[config.mk]
export PLATFORM = sky130hd
export DESIGN_NAME = iomem_dma
export DESIGN_NICKNAME = d
export VERILOG_FILES = /design/src/rtl/iomem_pkg.sv /design/src/rtl/iomem_watchdog.sv /design/src/rtl/iomem_dma.sv
export SDC_FILE = /design/constraint.sdc
export NUM_CORES = 1
export LEC_CHECK = 0
export CORE_MARGIN = 1
export CORE_UTILIZATION = 45
export CTS_CLUSTER_DIAMETER = 100
export DETAILED_ROUTE_END_ITERATION = 12
export GPL_ROUTABILITY_DRIVEN = 0
export PLACE_DENSITY = 0.75
export SLEW_MARGIN = 20
export SYNTH_ARGS = -nofsm -noshare
export SYNTH_HDL_FRONTEND = slang
export SYNTH_SLANG_ARGS = --single-unit
[constraint.sdc]
create_clock -name clk -period 4.4 [get_ports clk]
set_input_delay 0.88 -clock clk [delete_from_list [all_inputs] [get_ports clk]]
set_output_delay 0.88 -clock clk [all_outputs]
set_load 0.02 [all_outputs]
[src/rtl/iomem_pkg.sv]
// iomem_pkg: shared iomem bus constants, address map and DMA state encoding
package iomem_pkg;
  typedef enum logic [2:0] {IDLE, RD, RD_GAP, WR, WR_GAP} dma_state_t;
  localparam logic [3:0] WSTRB_RD = 4'b0000;
  localparam logic [3:0] WSTRB_WR = 4'b1111;
  localparam logic [31:0] GPIO_ADDR = 32'h0300_0000;
  localparam logic [31:0] RNG_ADDR = 32'h0300_1000;
  localparam logic [31:0] URAM_BASE = 32'h0300_2000;
  localparam int URAM_WORDS = 256;
endpackage

[src/rtl/iomem_watchdog.sv]
// iomem_watchdog: counts stalled bus cycles and flags when the limit is reached
module iomem_watchdog #(
  parameter int TIMEOUT = 255
) (
  input  logic clk,
  input  logic reset,
  input  logic clear,
  input  logic enable,
  output logic expired
);
  logic [15:0] cnt;
  always_ff @(posedge clk)
    if (reset || clear) cnt <= '0;
    else if (enable && !expired) cnt <= cnt + 16'd1;
  assign expired = cnt == 16'(TIMEOUT);
endmodule

[src/rtl/iomem_dma.sv]
// iomem_dma: read-then-write word copy initiator on the iomem valid/ready bus
module iomem_dma import iomem_pkg::*; #(
  parameter int CNT_W = 16,
  parameter int TIMEOUT = 255
) (
  input  logic             clk,
  input  logic             reset,
  input  logic             start,
  input  logic [31:0]      src_addr,
  input  logic [31:0]      dst_addr,
  input  logic [CNT_W-1:0] count,
  input  logic             src_fixed,
  output logic             busy,
  output logic             done,
  output logic             error,
  output logic [CNT_W-1:0] words_done,
  output logic             mem_valid,
  input  logic             mem_ready,
  output logic [3:0]       mem_wstrb,
  output logic [31:0]      mem_addr,
  output logic [31:0]      mem_wdata,
  input  logic [31:0]      mem_rdata
);
  dma_state_t state, state_nx;
  logic [31:0] src, dst, data;
  logic [CNT_W-1:0] cnt;
  logic fixed, expired, accept, abort, last;
  iomem_watchdog #(.TIMEOUT(TIMEOUT)) u_wdog (
    .clk(clk),
    .reset(reset),
    .clear(!mem_valid),
    .enable(mem_valid && !mem_ready),
    .expired(expired)
  );
  always_comb begin
    mem_valid = state == RD || state == WR;
    mem_wstrb = state == WR ? WSTRB_WR : WSTRB_RD;
    mem_addr = state == WR ? dst : state == RD ? src : '0;
    mem_wdata = data;
    // a start in the done cycle would collide with the job still closing out
    accept = state == IDLE && start && !done;
    abort = mem_valid && !mem_ready && expired;
    last = words_done + CNT_W'(1) == cnt;
  end
  always_comb begin
    state_nx = state;
    case (state)
      IDLE: state_nx = accept && count != '0 ? RD : IDLE;
      RD: state_nx = mem_ready ? RD_GAP : abort ? IDLE : RD;
      RD_GAP: state_nx = WR;
      WR: state_nx = mem_ready ? WR_GAP : abort ? IDLE : WR;
      WR_GAP: state_nx = words_done == cnt ? IDLE : RD;
      default: state_nx = IDLE;
    endcase
  end
  always_ff @(posedge clk)
    if (reset) state <= IDLE;
    else state <= state_nx;
  always_ff @(posedge clk)
    if (reset) begin
      src <= '0;
      dst <= '0;
      data <= '0;
      cnt <= '0;
      fixed <= 1'b0;
      busy <= 1'b0;
      done <= 1'b0;
      error <= 1'b0;
      words_done <= '0;
    end else begin
      done <= (accept && count == '0) || abort || (state == WR && mem_ready && last);
      busy <= (busy && !done) || (accept && count != '0);
      if (accept) begin
        src <= {src_addr[31:2], 2'b00};
        dst <= {dst_addr[31:2], 2'b00};
        cnt <= count;
        fixed <= src_fixed;
        error <= 1'b0;
        words_done <= '0;
      end
      if (state == RD && mem_ready) data <= mem_rdata;
      if (state == WR && mem_ready) begin
        words_done <= words_done + CNT_W'(1);
        dst <= dst + 32'd4;
        if (!fixed) src <= src + 32'd4;
      end
      if (abort) error <= 1'b1;
    end
endmodule
; After elaboration in Yosys (flattened, before gate mapping)
; Cells that the tools add are included.
[word_totals]
ff_bits = 151
out_inout_bits = 88
inputBits = 117
[classes]
add_sub_neg = 4
n_reduce_logical = 25
eq_ne = 7
muxes = 19
[ops]
columns = operator, n
row1 = $mux 32, 7
row2 = $add 32x3->32 const B, 2
row3 = $add 16x1->16 const B, 2
row4 = $eq 16x16->1, 2
row5 = $mux 16, 2
row6 = $eq 16x8->1 const B, 1
row7 = $logic_not 16->1, 1
row8 = $reduce_bool 16->1, 1
row9 = $pmux 3 s5, 1
row10 = $logic_and 1x1->1, 11
row11 = $eq 3x2->1 const B, 2
row12 = $logic_or 1x1->1, 5
row13 = $mux 1, 5
row14 = $logic_not 1->1, 4
row15 = $mux 2, 2
row16 = $mux 4, 1
row17 = $reduce_bool 2->1, 2
row18 = $eq 3x1->1 const B, 1
row19 = $eq 3x3->1 const B, 1
row20 = $logic_not 3->1, 1
row21 = $mux 3, 1

; Depth between registers and ports, before layout
[logic_depth]
ltp_word = 7
ltp_mapped = 9
depth_no_buf = 6

; By module
; A second synthesis with hierarchy kept.
[hier_totals]
cells_unflattened = 1036
area_unflattened_um2 = 7898.8
[modules_own_cells]
columns = mod, cells_each, area_per_inst_um2, seq_area_each_um2, instances
row1 = iomem_dma, 938, 7044.3, 2662.6, 1
row2 = iomem_watchdog, 98, 854.6, 320.3, 1

; Worst setup path before layout
; Ideal clock, no wire load.
[synth_path]
path_kind = input-to-reg
startpoint = input port start
endpoint = register error
path_slack_ns = 1.950
arrival_time_ns = 2.323
path_stages = 8
path_buffers = 4
setup_ns = 0.128
required_ns = 4.272
path_cell_list = or4b_1 clkbuf_1 nand2b_1 clkbuf_1 clkbuf_1 clkbuf_1 a21oi_1 nor2_1
[synth_via]
elab_chain_len = 3
[synth_lines]
columns = item, line_no
row1 = "start, declared", iomem_dma.sv:8  ; input logic start,
row2 = $logic_and 1x1->1 (2 in series), iomem_dma.sv:41  ; accept = state == IDLE && start && !done;
row3 = $reduce_bool 2->1 (no line), -
row4 = "end signal, assigned", iomem_dma.sv:68  ; error <= 1'b0;
row5 = "end signal, assigned", iomem_dma.sv:78  ; error <= 1'b0;
row6 = "end signal, assigned", iomem_dma.sv:87  ; if (abort) error <= 1'b1;
row7 = "end, declared", iomem_dma.sv:15  ; output logic error,
; No other way between the ends.
; A chain may end at the register's enable or synchronous reset.

; Worst setup path in the final report
[layout_path]
startpoint = register state[0]
endpoint = output port mem_addr[11]
[layout_via]
elab_chain_len = 3
elab_cells_between_ends = 4
cone_classes = 2 x eq/ne / 2 x mux
[layout_lines]
columns = item, line_no
row1 = "start, declared", iomem_dma.sv:24  ; dma_state_t state, state_nx;
row2 = "start signal, assigned", iomem_dma.sv:58  ; else state <= state_nx;
row3 = $eq 3x1->1, iomem_dma.sv:38  ; mem_addr = state == WR ? dst : state == RD ? src : '0;
row4 = $mux 32, iomem_dma.sv:38
row5 = $mux 32 (*), iomem_dma.sv:38
row6 = "end, declared", iomem_dma.sv:20  ; output logic [31:0] mem_addr,
; Every way passes the cells marked *; elsewhere a longest branch is shown, timed or not.

==> flow_summary_export.csv <==
group,metric,value,unit
outcome,status,"finished, final reports clean",
floorplan,die_w,134.8,um
pwr,p_leak,3.497,nW
final_layout,multi_input_area,4611,um^2
logic_synthesis,synthCells,1044,
sta,whs,0.4376,ns
routing,wire_per_inst,16.81,um
sta,fmax,300.9,MHz
setup_path,r2r_end,"src[22]$_SDFF_PP0_",
clocking,cts_made_buffers,17,
logic_synthesis,yosysMostFrequentCell,"nand2_1",
clocking,clock_sinks,149,
routing,drcViolationCount,0,
logic_synthesis,syn_nets,1165,
clocking,clkTransAtPathRegs,0.06,ns
logic_synthesis,yosys-top-cells-count,"nand2_1 (187), dfxtp_1 (149), nor2_1 (108), a21oi_1 (88), clkbuf_1 (56)",
logic_synthesis,yosys-top-cells-area,"dfxtp_1 (38%), nand2_1 (8.8%), a21oi_1 (5.5%)",
final_layout,ff_latch_area,2984,um^2
placement,io_buffers,200,
logic_synthesis,synth_edf_count,0,
min_path,worst_hold_path_type,"reg2reg",
logic_synthesis,synth_seq_cells,149,
sta,rsz0062_at_grt,"no",
clocking,cts_tree,"yes",
sta,timing.slew.headroom,36.35,%
setup_path,r2r_slack,1.86,ns
setup_path,arrival,2.44,ns
pwr,irDropWorstVdd,0.2828,mV
routing,ant_nets,0,
logic_synthesis,synth_ff_type,"dfxtp_1",
routing,routed_via_density,5.834,
floorplan,start_util,46.06,%
sta,worstMarginPinSlew,0.9540,ns
global_route,grt_max_degree,83,
floorplan,die_area,18180,um^2
floorplan,pin_count,205,
global_route,grt.total_usage,27.15,%
run,maxCapViolCount,0,
setup_path,critPathRequiredTime,3.52,ns
setup_path,startpoint,"state[0]$_SDFF_PP0_",
sta,tns,0,ns
setup_path,r2r-start,"src[2]$_SDFF_PP0_",
setup_path,endpoint,"mem_addr[11]",
logic_synthesis,yosysWarnings,0,
floorplan,die_h,134.8,um
clocking,postCtsSetupBuffers,0,
sta,fin_crit,3.323,ns
clocking,cts_hold_buf,0,
logic_synthesis,seq_area_frac_synth,37.57,%
final_layout,diodes,0,
logic_synthesis,avgSynthCellArea,7.604,um^2
logic_synthesis,yosysTopAreaCellShare,37.57,%
final_layout,n_fill_cell,1542,
routing,via_count,8378,
global_route,grt_pass1_wl,39140,um
sta,fin_crit_sh,75.52,%
pwr,power_per_cell_area,338.8,nW/um^2
final_layout,layout-drive-gt1-share,5.202,%
clocking,clk_latency,0.42,ns
setup_path,path_class,"reg2out",
setup_path,startpoint_type,"register",
placement,dpl.hpwl,16970,um
sta,hold_violations,0,
setup_path,crit_fanout,21,
routing,wl,24150,um
final_layout,nNetsFinal,1320,
global_route,grt_overflow,0,
routing,first_pass_iters,7,
global_route,antenna_found_initial,0,
global_route,grt_pass1_vias,7942,
sta,fin_worst_skew,0.006851,ns
setup_path,end_kind,"output port",
clocking,clk_path_buf_depth,2,
final_layout,area_growth,34.12,%
sta,setup_viol,0,
logic_synthesis,netlist-cell-type-count,62,
setup_path,worst_r2r_path_depth,6,
clocking,h-tree-depth,4,
floorplan,row_count,48,
logic_synthesis,synthArstFlopShare,0,%
floorplan,core_area,17240,um^2
clocking,cts_resized,0,
clocking,cts_root_buf,"clkbuf_16",
logic_synthesis,synth_area,7939,um^2
logic_synthesis,synth_area_leader_cell,"dfxtp_1",
routing,drt_iter0_drc,773,
sta,slew_violations,0,
stage by stage:
step           power [mW]  cell area [um^2]  utilization (%)  setup WS (ns)  std cells
4_1_cts             3.623             10650            61.77          1.084       1436
5_1_grt             3.745             10650            61.77         0.9633       1436
3_5_place_dp        2.087             10030            58.17          1.057       1405
3_3_place_gp        2.079             10030            58.17          1.051       1405
6_report            3.607             10650            61.77          1.077       1436
2_1_floorplan       1.828              7939                -          1.950       1044
logic make-up after synthesis:
| family | Yosys count | synth area share (%) |
|---|---|---|
| AO/OA/AOI/OAI | 230 | 18.03 |
| XOR/XNOR | 47 | 5.185 |
| adder cells (fa/ha/maj) | 4 | 0.6304 |
| buffers and inverters | 90 | 4.555 |
| flip-flops | 149 | 37.57 |
| multiplexers | 39 | 5.091 |
| AND/OR/NAND/NOR | 485 | 28.94 |
state kept, by name, indices dropped and copies added (netlist names):
register / count
done: 1
fixed: 1
dst: 30
words_done: 16
mem_wdata: 32
src: 32
error: 1
busy: 1
u_wdog.cnt: 16
cnt: 16
state: 3
how the worst min path moves through the flow:
stage | cells after the start | end | slack (ns) | startpoint
final | 2 | src[0]$_SDFFE_PP0P_ | 0.44 | src[0]$_SDFFE_PP0P_
after global routing | 2 | mem_wdata[4]$_SDFFE_PP0P_ | 0.47 | mem_wdata[4]$_SDFFE_PP0P_
after CTS | 2 | src[0]$_SDFFE_PP0P_ | 0.44 | src[0]$_SDFFE_PP0P_
after detailed placement | 2 | src[0]$_SDFFE_PP0P_ | 0.43 | src[0]$_SDFFE_PP0P_
after global placement | 2 | src[0]$_SDFFE_PP0P_ | 0.43 | src[0]$_SDFFE_PP0P_
after floorplan | 2 | src[0]$_SDFFE_PP0P_ | 0.42 | src[0]$_SDFFE_PP0P_
power breakdown:
| part | switching (mW) | total [mW] | internal (mW) | leakage (nW) |
|---|---|---|---|---|
| logic | 0.291 | 0.552 | 0.261 | 2.00 |
| registers | 0.0900 | 1.51 | 1.42 | 1.22 |
| clock network | 0.582 | 1.54 | 0.961 | 0.284 |
per-layer routing:
metal / part of all wire, % / vias up / GRT usage (%)
li1: - / 4056 / -
met2: 45 / 368 / 42.75
met4: 2.3 / 0 / 11.11
met5: 0 / - / 0
met1: 43 / 3906 / 35.35
met3: 8.8 / 48 / 6.944
layout make-up:
cell class / count / area share [%]
clock buffers: 19 / 4.160
repair buffers: 214 / 19.77
clock inverters: 12 / 1.680
well taps: 225 / 2.644
multi-input cells: 805 / 43.30
flip-flops and latches: 149 / 28.03
inverters: 12 / 0.4230
layout by cell type (no fill, tap or decap), drive strengths merged, types with 8 or more instances in the layout:
cell type      netlist  routed
nor4                23      23
a22oi                8       8
xnor2               34      34
dfxtp              149     149
nand2              187     187
clkdlybuf4s50        0     199
nand3               36      36
inv                 12      13
o21ai               37      37
nor3                29      29
o211ai               9       9
mux2i               31      31
clkbuf              56      19
mux2                 8       8
a21oi               88      88
a31oi               41      41
and3                14      14
nor2               108     108
or4                 13      13
xor2                13      13
buf                 22      15
nand4               29      29
or3                 16      16
nand2b               8       8
critical path, stage by stage, from the launching register on:
cell,delay (ns)
dfxtp_1,0.45
nand2b_1,0.38
buf_4,0.35
nor2_1,0.19
clkdlybuf4s50_1,0.63
(Power assumes the default switching activity.)
